$ cat src/rtl/bcd_pkg.sv
// Shared types, constants and digit helpers for the BCD rounding engine.
package bcd_pkg;

    typedef enum logic [1:0] {
        IDLE,
        ROUND,
        DONE
    } bcd_round_state_t;

    localparam logic [3:0] BCD_DIGIT_MAX    = 4'd9;
    localparam logic [3:0] BCD_ROUND_THRESH = 4'd5;

    function automatic logic bcd_digit_valid(input logic [3:0] digit);
        return digit <= BCD_DIGIT_MAX;
    endfunction

endpackage

$ cat src/rtl/bcd_digit_inc.sv
// Single BCD digit plus carry-in, modulo 10, with carry-out.
module bcd_digit_inc
    import bcd_pkg::*;
(
    input  logic [3:0] digit,
    input  logic       carry_in,
    output logic [3:0] sum,
    output logic       carry_out
);

    logic [4:0] raw;

    always_comb begin
        raw       = {1'b0, digit} + {4'b0000, carry_in};
        carry_out = raw > {1'b0, BCD_DIGIT_MAX};
        sum       = carry_out ? 4'(raw - 5'd10) : raw[3:0];
    end

endmodule

$ cat src/rtl/bcd_round_n.sv
// N-digit BCD round-half-up engine, carry rippled one digit per clock.
// Build option: BCD_ROUND_SAT_EN saturates the result to all 9s on overflow.
module bcd_round_n
    import bcd_pkg::*;
#(
    parameter  int N_DIGITS = 6,
    localparam int DW       = 4 * N_DIGITS,
    localparam int PW       = $clog2(N_DIGITS + 1)
) (
    input  logic          clk,
    input  logic          rst,
    input  logic          start,
    input  logic [DW-1:0] bcd_in,
    input  logic [PW-1:0] drop_digits,
    output logic [DW-1:0] bcd_out,
    output logic          overflow,
    output logic          bcd_err,
    output logic          busy,
    output logic          done
);

`ifdef BCD_ROUND_SAT_EN
    localparam bit SAT_EN = 1'b1;
`else
    localparam bit SAT_EN = 1'b0;
`endif

    localparam logic [DW-1:0] ALL_NINES = {N_DIGITS{4'h9}};
    localparam logic [PW-1:0] D_MAX     = PW'(N_DIGITS);
    localparam logic [PW-1:0] I_LAST    = PW'(N_DIGITS - 1);

    bcd_round_state_t state, state_n;
    logic [PW-1:0]    idx, idx_n, d_cl;
    logic [DW-1:0]    out_n, masked;
    logic             ovf_n, err_n;
    logic             round_bit, any_bad, accept;
    logic [3:0]       cur, inc_sum;
    logic             inc_carry;

    assign accept = start && (state != ROUND);
    assign busy   = (state == ROUND);
    assign done   = (state == DONE);

    // Capture-time view of the request: clamp, mask, round bit, validity.
    always_comb begin
        d_cl      = (drop_digits > D_MAX) ? D_MAX : drop_digits;
        masked    = bcd_in;
        round_bit = 1'b0;
        any_bad   = 1'b0;
        for (int j = 0; j < N_DIGITS; j++) begin
            if (PW'(j) < d_cl)
                masked[4*j +: 4] = 4'd0;
            if (PW'(j + 1) == d_cl && bcd_in[4*j +: 4] >= BCD_ROUND_THRESH)
                round_bit = 1'b1;
            if (!bcd_digit_valid(bcd_in[4*j +: 4]))
                any_bad = 1'b1;
        end
    end

    always_comb begin
        cur = 4'd0;
        for (int j = 0; j < N_DIGITS; j++)
            if (idx == PW'(j))
                cur = bcd_out[4*j +: 4];
    end

    bcd_digit_inc u_inc (
        .digit     (cur),
        .carry_in  (1'b1),
        .sum       (inc_sum),
        .carry_out (inc_carry)
    );

    always_comb begin
        state_n = state;
        idx_n   = idx;
        out_n   = bcd_out;
        ovf_n   = overflow;
        err_n   = bcd_err;
        unique case (state)
            ROUND: begin
                for (int j = 0; j < N_DIGITS; j++)
                    if (idx == PW'(j))
                        out_n[4*j +: 4] = inc_sum;
                if (!inc_carry) begin
                    state_n = DONE;
                end else if (idx == I_LAST) begin
                    state_n = DONE;
                    ovf_n   = 1'b1;
                    if (SAT_EN)
                        out_n = ALL_NINES;
                end else begin
                    idx_n = idx + 1'b1;
                end
            end
            DONE:    state_n = IDLE;
            default: state_n = state;
        endcase
        if (accept) begin
            ovf_n = 1'b0;
            err_n = 1'b0;
            idx_n = d_cl;
            if (any_bad) begin
                err_n   = 1'b1;
                out_n   = '0;
                state_n = DONE;
            end else if (!round_bit) begin
                out_n   = masked;
                state_n = DONE;
            end else if (d_cl == D_MAX) begin
                ovf_n   = 1'b1;
                out_n   = SAT_EN ? ALL_NINES : '0;
                state_n = DONE;
            end else begin
                out_n   = masked;
                state_n = ROUND;
            end
        end
    end

    always_ff @(posedge clk) begin
        if (rst) begin
            state    <= IDLE;
            idx      <= '0;
            bcd_out  <= '0;
            overflow <= 1'b0;
            bcd_err  <= 1'b0;
        end else begin
            state    <= state_n;
            idx      <= idx_n;
            bcd_out  <= out_n;
            overflow <= ovf_n;
            bcd_err  <= err_n;
        end
    end

endmodule
$ cat config.mk
export PLATFORM = sky130hd
export DESIGN_NAME = bcd_round_n
export DESIGN_NICKNAME = d
export VERILOG_FILES = /design/src/rtl/bcd_pkg.sv /design/src/rtl/bcd_digit_inc.sv /design/src/rtl/bcd_round_n.sv
export SDC_FILE = /design/constraint.sdc
export NUM_CORES = 1
export LEC_CHECK = 0
export CORE_MARGIN = 3
export CORE_UTILIZATION = 44
export DETAILED_ROUTE_END_ITERATION = 16
export GPL_ROUTABILITY_DRIVEN = 0
export PLACE_DENSITY = 0.76
export SLEW_MARGIN = 40
export SYNTH_ARGS = -nofsm -noshare
export SYNTH_HDL_FRONTEND = slang
export SYNTH_SLANG_ARGS = --single-unit
$ cat constraint.sdc
create_clock -name clk -period 3.4 [get_ports clk]
set_clock_uncertainty 0.15 [all_clocks]
set_input_delay 0.85 -clock clk [delete_from_list [all_inputs] [get_ports clk]]
set_output_delay 0.85 -clock clk [all_outputs]
set_load 0.03 [all_outputs]
# Word-level counts from Yosys, hierarchy flattened
# Cells that the tools add are included.
[word_totals] regBits=31 in_bits=30 output_inout_bits=28 word_cells=132
[classes] n_addsub=3 order_cmp=20 eq_ne=17 n_mux=56 n_reduce_logical=26
[op_table] operator="$mux W24" count=5
[op_table] operator="$mux W4" count=19
[op_table] operator="$ge A4 B3 Y1 const B" count=6
[op_table] operator="$le A4 B4 Y1 const B" count=6
[op_table] operator="$mux W1" count=20
[op_table] operator="$reduce_bool A2 Y1" count=8
[op_table] operator="$mux W3" count=5
[op_table] operator="$reduce_and A2 Y1" count=7
[op_table] operator="$mux W2" count=6
[op_table] operator="$eq A3 B3 Y1 const A" count=3
[op_table] operator="$eq A3 B3 Y1 const B" count=3
[op_table] operator="$logic_and A1 B1 Y1" count=7
[op_table] operator="$eq A2 B3 Y1 const A" count=2
[op_table] operator="$eq A3 B2 Y1 const B" count=2
[op_table] operator="$lt A1 B3 Y1 const A" count=2
[op_table] operator="$lt A2 B3 Y1 const A" count=2
[op_table] operator="$lt A3 B3 Y1 const A" count=2
[op_table] operator="$reduce_and A3 Y1" count=2
[op_table] operator="$add A4 B1 Y5 const B" count=1
[op_table] operator="$gt A5 B4 Y1 const B" count=1
[op_table] operator="$ne A4 B3 Y1 const B" count=1
[op_table] operator="$pmux W2 S2" count=1
[op_table] operator="$sub A4 B4 Y4 const B" count=1
[op_table] operator="$add A3 B1 Y3 const B" count=1
[op_table] operator="9 further kinds" count=9

# Logic depth before layout (Yosys ltp)
# Gate-level depths: netlist of run 1.
[depth] depth_word=13 mapped_depth=18

# Modules after synthesis
# A second synthesis of run 1 with hierarchy kept.
[hier_totals] cells_unflattened=282 hier_area_um2=2140.8
[by_module_without_submodules] module="bcd_round_n" instances=1 cells_per_inst=258 area_per_inst_um2=1976.9
[by_module_without_submodules] module="bcd_digit_inc" instances=1 cells_per_inst=24 area_per_inst_um2=163.9

# Worst setup path before layout of run 1
# No wires, ideal clock.
[synth_path] kind="reg2reg" startpoint="register idx[2]" endpoint="register idx[0]" setup_time_ns=0.103 arrival_ns=3.312 path_slack_ns=-0.166 path_stages_with_launch=18 period_less_slack_ns=3.566 cell_sequence="dfxtp_1 > buf_4 > inv_1 > ha_1 > or2_4 > a221oi_2 > nor2_2 > inv_1 > ha_1 > inv_1 > a21oi_1 > or2_2 > ha_1 > inv_1 > o31a_1 > and4_4 > o2111a_1 > a2111oi_2"
[synth_via] elab_chain_len=11 word_cells_on_any_way=17
[synth_lines] element="from (decl)" line="bcd_round_n.sv:33" text="logic [PW-1:0] idx, idx_n, d_cl;"
[synth_lines] element="from (signal assigned)" line="bcd_round_n.sv:130" text="idx <= idx_n;"
[synth_lines] element="$logic_not A3 Y1" line="bcd_round_n.sv:63" text="if (idx == PW'(j))"
[synth_lines] element="$mux W4 (6 in series)" line="bcd_round_n.sv:63"
[synth_lines] element="$add A4 B1 Y5" line="bcd_digit_inc.sv:14" text="raw = {1'b0, digit} + {4'b0000, carry_in};"
[synth_lines] element="$gt A5 B4 Y1" line="bcd_digit_inc.sv:15" text="carry_out = raw > {1'b0, BCD_DIGIT_MAX};"
[synth_lines] element="$reduce_bool A2 Y1 (no line)"
[synth_lines] element="$reduce_and A3 Y1 (no line) (*)"
# Every way passes the cells marked *; elsewhere a longest branch is shown, timed or not.
# A chain may end at the register's enable or synchronous reset.

# Final worst setup path of run 1
[layout_path] startpoint="register idx[0]" endpoint="register bcd_out[10]"
[layout_via] elab_chain_len=13 word_cells_on_any_way=21
[layout_lines] element="$logic_not A3 Y1" line="bcd_round_n.sv:63"
[layout_lines] element="$mux W4 (6 in series)" line="bcd_round_n.sv:63"
[layout_lines] element="$add A4 B1 Y5" line="bcd_digit_inc.sv:14"
[layout_lines] element="$sub A4 B4 Y4 / $gt A5 B4 Y1 (equally long branches)" line="bcd_digit_inc.sv:16, bcd_digit_inc.sv:15"
[layout_lines] element="$mux W4" line="bcd_digit_inc.sv:16" text="sum = carry_out ? 4'(raw - 5'd10) : raw[3:0];"
[layout_lines] element="$mux W4" line="bcd_round_n.sv:83" text="if (idx == PW'(j))"
[layout_lines] element="$mux W24" line="bcd_round_n.sv:80" text="unique case (state)"
[layout_lines] element="$mux W24" line="bcd_round_n.sv:99" text="if (accept) begin"
[layout_lines] element="to (signal assigned)" line="bcd_round_n.sv:131" text="bcd_out <= out_n;"
[layout_lines] element="to (decl)" line="bcd_round_n.sv:15" text="output logic [DW-1:0] bcd_out,"
# Several ways; a longest one is shown, not always the timed one. The select of a mux whose other input is x is not followed.

==> results of run 1 <==
[registers in the layout (all words and copies together), names as in the netlist]
| register | flops |
|---|---|
| idx | 3 |
| bcd_out | 24 |
| overflow | 1 |
| state | 2 |
| bcd_err | 1 |
[through the flow]
step	hold WS, ps	setup TNS [ps]	util
6_report	353	0	0.717
5_1_grt	391	-1160	0.717
4_1_cts	349	0	0.699
3_5_place_dp	340	-1260	0.651
3_3_place_gp	333	0	0.651
2_1_floorplan	315	0	-
[cell usage after synthesis, drive strengths merged, types with 2 or more instances]
library cell,n,share of area
a2111oi,2,0.011
a211oi,10,0.038
a21boi,6,0.020
a21oi,19,0.042
a221oi,3,0.020
a22oi,2,0.0067
a311oi,18,0.073
a31oi,3,0.0084
a32o,2,0.0089
and2,5,0.014
and3,2,0.0056
and4,2,0.0089
buf,6,0.016
clkbuf,8,0.013
dfxtp,31,0.28
ha,11,0.061
inv,15,0.025
mux2i,2,0.0089
nand2,28,0.047
nand2b,5,0.014
nand3,6,0.013
nand3b,4,0.019
nand4,4,0.011
nor2,38,0.065
nor2b,5,0.014
nor3,7,0.016
nor4bb,2,0.0089
o21a,2,0.0067
o21ai,17,0.038
o311a,2,0.0089
o31ai,2,0.0067
or2,2,0.0067
[per-layer routing]
layer	GRT usage	vias up
li1	-	1271
met1	0.361	1260
met2	0.440	137
met3	0.0394	28
met4	0.110	0
met5	0	-
[worst max-delay path by stage]
stage / from / endpoint / slack, ps / depth (start not counted)
after floorplan: idx[1] / idx[0] / 0.9 / 17
after global placement: idx[1] / idx[0] / 10 / 16
after detailed placement: idx[1] / idx[0] / -160 / 17
after CTS: idx[0] / idx[0] / 30 / 16
after global routing: idx[0] / bcd_out[10] / -130 / 17
final: idx[0] / bcd_out[10] / 10 / 17
[layout make-up]
| cell class | count | share of cell area |
|---|---|---|
| clock buffer | 8 | 0.0290 |
| tap | 67 | 0.0243 |
| inverter | 15 | 0.0170 |
| sequential | 31 | 0.182 |
| timing repair buffer | 99 | 0.259 |
| multi-input combinational | 228 | 0.489 |
[placed cells by master, fill, tap and decap left out, drive strengths merged, types with 3 or more instances in the layout]
cell and n:
a21oi 19, clkdlybuf4s50 57, nand4 4, a21boi 6
nand3b 4, ha 11, and2 5, buf 42
nand2 28, nor2b 5, dfxtp 31, a221oi 3
a311oi 18, inv 15, o21ai 17, nand2b 5
a211oi 10, nand3 6, nor2 38, nor3 7
a31oi 3, clkbuf 8
[worst min-delay path: cells and delay by family, from the launching register on]
| kind | cells | cell delay (ps) |
|---|---|---|
| flops | 1 | 330 |
| mux | 1 | 50 |
| simple gates | 1 | 70 |
[power by group through the flow]
stage               clock network [mW]  registers, mW  logic (mW)
finish                           0.316          0.433       0.581
global route                     0.337          0.436       0.616
CTS                              0.322          0.430       0.547
detailed placement                   0          0.436       0.512
global placement                     0          0.436       0.502
floorplan                            0          0.479       0.234
[cell families after synthesis]
logic type | after synthesis
compound gates | 100
fa+ha+maj | 11
buf+inv | 29
flops | 31
mux | 2
simple gates | 115
[repair_timing]
item	in CTS	in global routing
pin swaps	3	15
endpoints found under the hold margin	0	0
buffers inserted	4	3
endpoints found under the setup margin	17	17
gates resized for setup	19	14
==> impl.org, run 1 <==
** STA
- At the pin with the least slew margin, the transition time is about 540 ps.
- In the post-route analysis, the smallest setup slack over all paths is 9.99 ps.
- Max Clock Freq :: ~290 MHz
- Worst relative slew slack :: 0.638
- Setup violations remaining at the end of the flow were counted as 0.
- Setup repair after global routing missed its margin :: yes
- In the finished design, the share of the clock period the worst path needs comes to 0.997.
- The count of endpoints failing hold in the final timing report was 0.
- Final worst path period need :: about 3400 ps
- The number of pins exceeding their max-slew limit in the final report is 0.

** Route
- DR pass1 iterations :: 5
- Violation count after the first detailed-routing iteration :: 200
- Wire length on met3 :: 553 µm
- Average wire length per cell after detail routing :: roughly 18 µm
- Met2 routed WL :: 3.84 mm
- Uppermost signal routing layer after detailed routing :: met4
- After detailed routing, the number of remaining DRC violations is 0.
- The detailed router placed between 2k and 3k vias in this run.
- The detailed router put a total of 3.47 mm of wire on met1.
- After detailed routing, the total wire length is slightly above 8 mm.
- Count of nets left with antenna violations after detail routing :: 0
- Vias per cell :: between 6 and 7

** CTS
- Clock tree synthesis inserted a total of 5 buffers.
- Clock Pin Slew Worst Setup and Hold Paths :: 70 ps
- Root buffer cell :: clkbuf_8
- Clock insertion delay at the later pin of the skew report :: approximately 280 ps
- Buffers inserted to repair hold after CTS numbered 0.
- Counting every sink on the clock net gives 31.
- TritonCTS built the clock tree.
- Longest Clk Path Bufs :: 2
- Count of H-tree levels built during CTS :: 2

** Power
- Of the total power, registers draw 0.325.
- The share of total power dissipated in the clock network is 0.238.
- Power Dens Cells :: just under 400 nW/µm²
- VDD sags by at most approximately 220 µV.
- Internal power comes to approximately 0.85 mW.
- For this design the static power due to leakage is between 1 and 1.5 nW.
- Overall power consumption after layout is estimated at about 1.3 mW.
- For this design the total switching power over the nets is 0.477 mW.
- Combinational group share of total power :: 0.437
- Of the total power, the share spent switching nets is 0.358.

** Global routing
- Global-route wire length before repair :: 12.9 mm
- Number of antenna violations at the first check in global routing :: 0
- Overflow after GRT :: 0
- Across every metal layer, demand over resource in global routing totals 0.271.
- Pin count of the biggest net entering global routing :: 22
- Number of global-route vias before repair :: between 2k and 3k

** Setup path
- CP required :: roughly 3400 ps
- The cell that appears most often on the critical path is ha_4.
- Critical path's slowest cell :: dfxtp_4
- Data arrival at the endpoint of the critical path :: 3390 ps
- Walking the worst path, the cells encountered are ha_4 -> ha_4 -> or2_4 -> a221oi_4 -> nor2_2 -> inv_2 -> ha_4 -> inv_2 -> a21oi_2 -> or2_4 -> ha_4 -> inv_1 -> o31a_1 -> and4_4 -> a211oi_2 -> buf_4 -> a311oi_1.
- The number of buffers and inverters on the critical path is 4.
- Of all nets on the critical path, the largest fanout is 6.
- In this run the critical register-to-register path is launched from idx[0].
- Cells on worst reg2reg path :: 17
- Worst r2r dst :: bcd_out[10]
- Kind of launch point of the worst setup path :: register
- In this run the register-to-register setup slack is 10 ps.
- On the worst path, the slowest cell contributes a delay of 370 ps.
- Critical setup path kind :: register to register
- Worst path top cell family by delay :: compound AO/OA/AOI/OAI gates
- STA classifies the critical path endpoint as a register.

** Die
- Starting density of the core :: 0.465
- Die Span X :: a little under 80 µm
- Number of top-level pins :: 58
- In this run the standard cell core region covers about 4800 µm².
- The die covers 5990 µm².
- Measured along the y axis, the die boundary spans between 70 and 80 µm.
- After floorplanning, the core was divided into 25 placement rows.

** Placement
- Summed over all nets, the half-perimeter wirelength after detailed placement is 5.94 mm.
- Prior to clock tree synthesis, the placed netlist has a worst setup slack of -155 ps.
- Port Buf Inserts :: 57
- Number of cells in the design after placement :: around 430
- In this run the cell area measured after placement is 3140 µm².

** Final layout
- After filler insertion, the fill cell instance count of the layout stands at between 300 and 400.
- Post-synthesis to final-layout area growth :: 54.1%
- Final instance area :: roughly 3500 µm²
- Number of antenna diodes :: 0
- Sequential standard cell area :: between 600 and 700 µm²
- Layout cell share with drive strength beyond 1 :: 0.231
- Area of the multi-input gates :: roughly 1700 µm²
- The final layout contains around 420 nets.
- Finished Layout Cells :: ~450

** Synthesis
- Main combinational cell family by area after synthesis :: compound AO/OA/AOI/OAI gates
- In this run the mean area of a mapped cell was ~7.8 µm².
- Counting every instance in the synthesized netlist gives approximately 290.
- Fraction of the mapped netlist area in adder cells :: 0.0614
- After synthesis the cells add up to about 2200 µm².
- Counting flops with an async set or reset pin after synthesis yields a share of 0.
- In this run, synthesis inferred 0 flip-flops with an integrated enable.
- Of the total synthesized cell area, the portion taken by XOR and XNOR cells is 0.
- For this run, the leading register cell type out of synthesis is dfxtp_1.
- Yosys cell types :: a little under 60
- During synthesis, Yosys emitted a total of 0 warnings.
- Proportion of synthesized chip area in sequential cells :: 0.277
- After synthesis, the share of cell area in mux cells is 0.00893.
- The post-synthesis compound-gate area fraction is 0.336.
- Basic-gate share of the synthesized area counting and, or, nand and nor cells :: 0.262
- In this run, synthesis produced a sequential element count of 31.
- Synthesized Nets :: approximately 330

** Min path
- In this run the most critical hold path is launched from state[1].
- Type of the most critical hold path :: register to register
- Endpoint of the worst hold path :: state[1]
- Along the worst hold path, the cell count comes to 2.

** Job
- Maximum capacitance violations :: 0

** Outcome
- The flow ran to the end, and the final reports show no timing, DRC or antenna violations.
Power figures use the tool's default switching activity.
==> run 2, diff against run 1 <==
Settings changed: CORE_MARGIN 3 to 2, CORE_UTILIZATION 44 to 49, PLACE_DENSITY 0.76 to 0.8.
Clock period 3.4 ns to 3.15 ns, I/O delays scaled along.
==> run 2 against run 1 <==
  * The run now ends with setup timing left
  * Utilization increased by 13 points
  * First-iteration DRC count increased by 76%
  * Worst hold slack better by 4.5 ps
  * Clock-buffer cell count is the same
  * Design area increased by 7.9%
  * Register-to-register slack worse by 430 ps
  * Largest power group unchanged
  * Critical path type unchanged
  * Fmax shrank 5.0%
  * Non-clock buffer count up 17
  * Clock power rose by 15%
  * Critical path depth unchanged
==> impl.org, run 2 (same netlist as run 1, synthesis figures left out) <==
** Outcome
- The run finished, with violations left.
- Violations in the final reports :: setup timing

** CTS
- After clock tree synthesis, the clock-pin slew on the worst setup and hold paths is 80 ps.
- # hold bufs at CTS :: 0
- Counting every sink on the clock net gives 31.
- The H-tree was split into 2 levels.
- No sink is reached through more buffers than the 2 on the longest clock path.
- Counting the buffers created by CTS gives 5.
- Root buffer cell :: clkbuf_8
- CTS tree :: yes
- The clock reaches the later pin of the worst-skew pair after around 290 ps.

** Final layout
- The repair_antennas step left the layout with diodes totalling 0.
- Filler cell count :: between 200 and 300
- Once layout is complete, the utilization of the core stands at 0.850.
- Largest register by flop count :: bcd_out
- Number of flip-flops under the largest register name :: 24
- Nets :: between 400 and 500
- Layout cell share with drive strength beyond 1 :: 0.307
- Post-synthesis to final-layout area growth :: 66.3%
- In the final layout, the registers with the most flip-flops are bcd_out (24), idx (3), state (2).
- Leaving out fill and tap cells, the most frequent cell in the layout is clkdlybuf4s50_1.
- Leaving out filler cells and counting taps, the final layout contains 450.
- The library cells used most frequently in the layout, excluding fill and tap cells, are 57 x clkdlybuf4s50_1, 54 x buf_4, 35 x nor2_1, 28 x nand2_1, 28 x dfxtp_1.

** Route
- DR pass1 iterations :: 5
- Via Count :: a little over 3k
- In this run, the number of DRC markers left after iteration 0 of detailed routing was about 350.
- Using the TritonRoute via totals, the vias-per-cell ratio works out to slightly below 7.
- Wire length reported by the detailed router :: just over 10 mm
- In this run the remaining antenna-violating nets after routing total 0.
- In the final routed layout, each cell accounts on average for approximately 23 µm.
- For this run, design rule violations remaining after detail routing come to 0.

** Power
- In this run the static leakage power is between 1 and 1.5 nW.
- Dividing total power by cell area gives a power density of 428 nW/µm².
- After layout, the design draws a total of 1.60 mW.
- Maximum vdd ir drop :: around 240 µV

** Placement
- Port Buf Inserts :: 57
- The HPWL after detailed placement is around 6.2 mm.
- Number of cells in the design after placement :: 430

** Die
- Die outline area :: 5130 µm²
- Die Span X :: between 70 and 80 µm
- After floorplanning, the core was divided into 24 placement rows.
- Height of the chip :: slightly above 70 µm
- In this run the standard cell core region covers roughly 4400 µm².
- Starting density of the core :: 0.511
- 58 I/O pins were placed.

** STA
- Setup total negative slack on the finished layout was measured at -6110 ps.
- Worst hold slack :: 357 ps
- After layout, the worst setup slack is -420 ps.
- Worst relative slew slack :: 0.486
- Setup violators final :: 24
- Setup repair after global routing could not meet its margin everywhere.
- Worst-margin pin slew :: between 700 and 800 ps
- The routed design could run at a clock period as short as about 3600 ps.
- Final Max Slew Viols :: 0
- Max Clock Freq :: 280 MHz
- Endpoints failing hold :: 0
- In the finished design, the share of the clock period the worst path needs comes to 1.13.

** Setup path
- The kind of cell with the highest combined delay along the critical path is compound AO/OA/AOI/OAI gates.
- The worst setup path is launched from a register.
- The worst setup path is of the register to register kind.
- Number of cells on the critical path :: 17
- Buffers and inverters on the worst path :: 5
- Maximum cell stage delay along the critical path :: around 400 ps
- Cells along the critical path :: inv_4 -> ha_4 -> buf_6 -> nand3b_4 -> a221oi_4 -> nor2_2 -> inv_2 -> ha_4 -> inv_2 -> a21oi_2 -> or2_4 -> ha_4 -> inv_4 -> o31a_1 -> and4_4 -> a211oi_4 -> a311oi_1
- The slowest stage of the critical path is the dfxtp_4 cell.
- Cells on worst reg2reg path :: 17
- For the worst setup path, the data required time is approximately 3100 ps.
- Cell repeated most along the worst path :: ha_4
- In this run the register-to-register setup slack is -420 ps.
- Maximum fanout along the worst path :: 8
- Data arrival at the endpoint of the critical path :: ~3600 ps
- The worst setup path is captured at a register.

** Global routing
- Number of global-route vias before repair :: between 2k and 3k
- In the global route stage, overall resource usage came out at 0.344.
- The first global-routing pass estimated between 10 and 15 mm of wire.
- Pin count of the biggest net entering global routing :: 34
- Overflow after GRT :: 0
- The initial antenna violation count came to 0.

** Min path
- Cell depth of the worst hold path :: 2
- The min-delay analysis places its worst path in the category register to register.

** Job
- The tool flagged a number of max-cap violations equal to 0.
## run 2: layout make-up
class,instances,area (µm²),share of cell area
Tap cell,52,65.1,0.0174
Sequential cell,31,629,0.169
Inverter,15,61.3,0.0164
Multi-Input combinational cell,228,1840,0.494
Clock buffer,8,100,0.0268
Timing Repair Buffer,116,1030,0.277
## run 2: tightest hold or removal path, delay by kind of cell (launching register included)
family	cells	cell delay, ps
DFF	1	330
and+or+nand+nor	1	80
muxes	1	60
## run 2: per-stage QoR
step / area [µm²] / setup slack [ps]
final: 3730 / -420
after global routing: 3730 / -529
after CTS: 3550 / -80.6
after detailed placement: 3230 / -340
after global placement: 3230 / -162
after floorplan: 2310 / 1.94
## run 2: path summary, 6_finish.rpt
kind                               start    endpoint
worst min register to register  state[1]    state[1]
worst max register to register    idx[1]  bcd_out[6]
worst min-delay path            state[1]    state[1]
worst max-delay path              idx[1]  bcd_out[6]
## run 2: where the power goes
group / switching [mW] / internal (mW) / total, mW
combinational: 0.412 / 0.356 / 0.768
sequential: 0.0398 / 0.426 / 0.466
clock: 0.164 / 0.200 / 0.364
## run 2: repair_timing
action | in CTS | in global routing
setup buffers | 7 | 5
cloned | 0 | 0
endpoints found under the hold margin | 0 | 0
pin swaps | 10 | 12
resized for setup | 28 | 26
setup endpoints to repair | 24 | 24
## run 2: routing by layer
layer  vias to the layer above  share of wire  global-route usage
met1                      1442           0.37               0.418
li1                       1302              -                   -
met3                        79          0.087              0.0633
met5                         -              0                   0
met2                       237           0.48               0.581
met4                         0          0.063               0.170
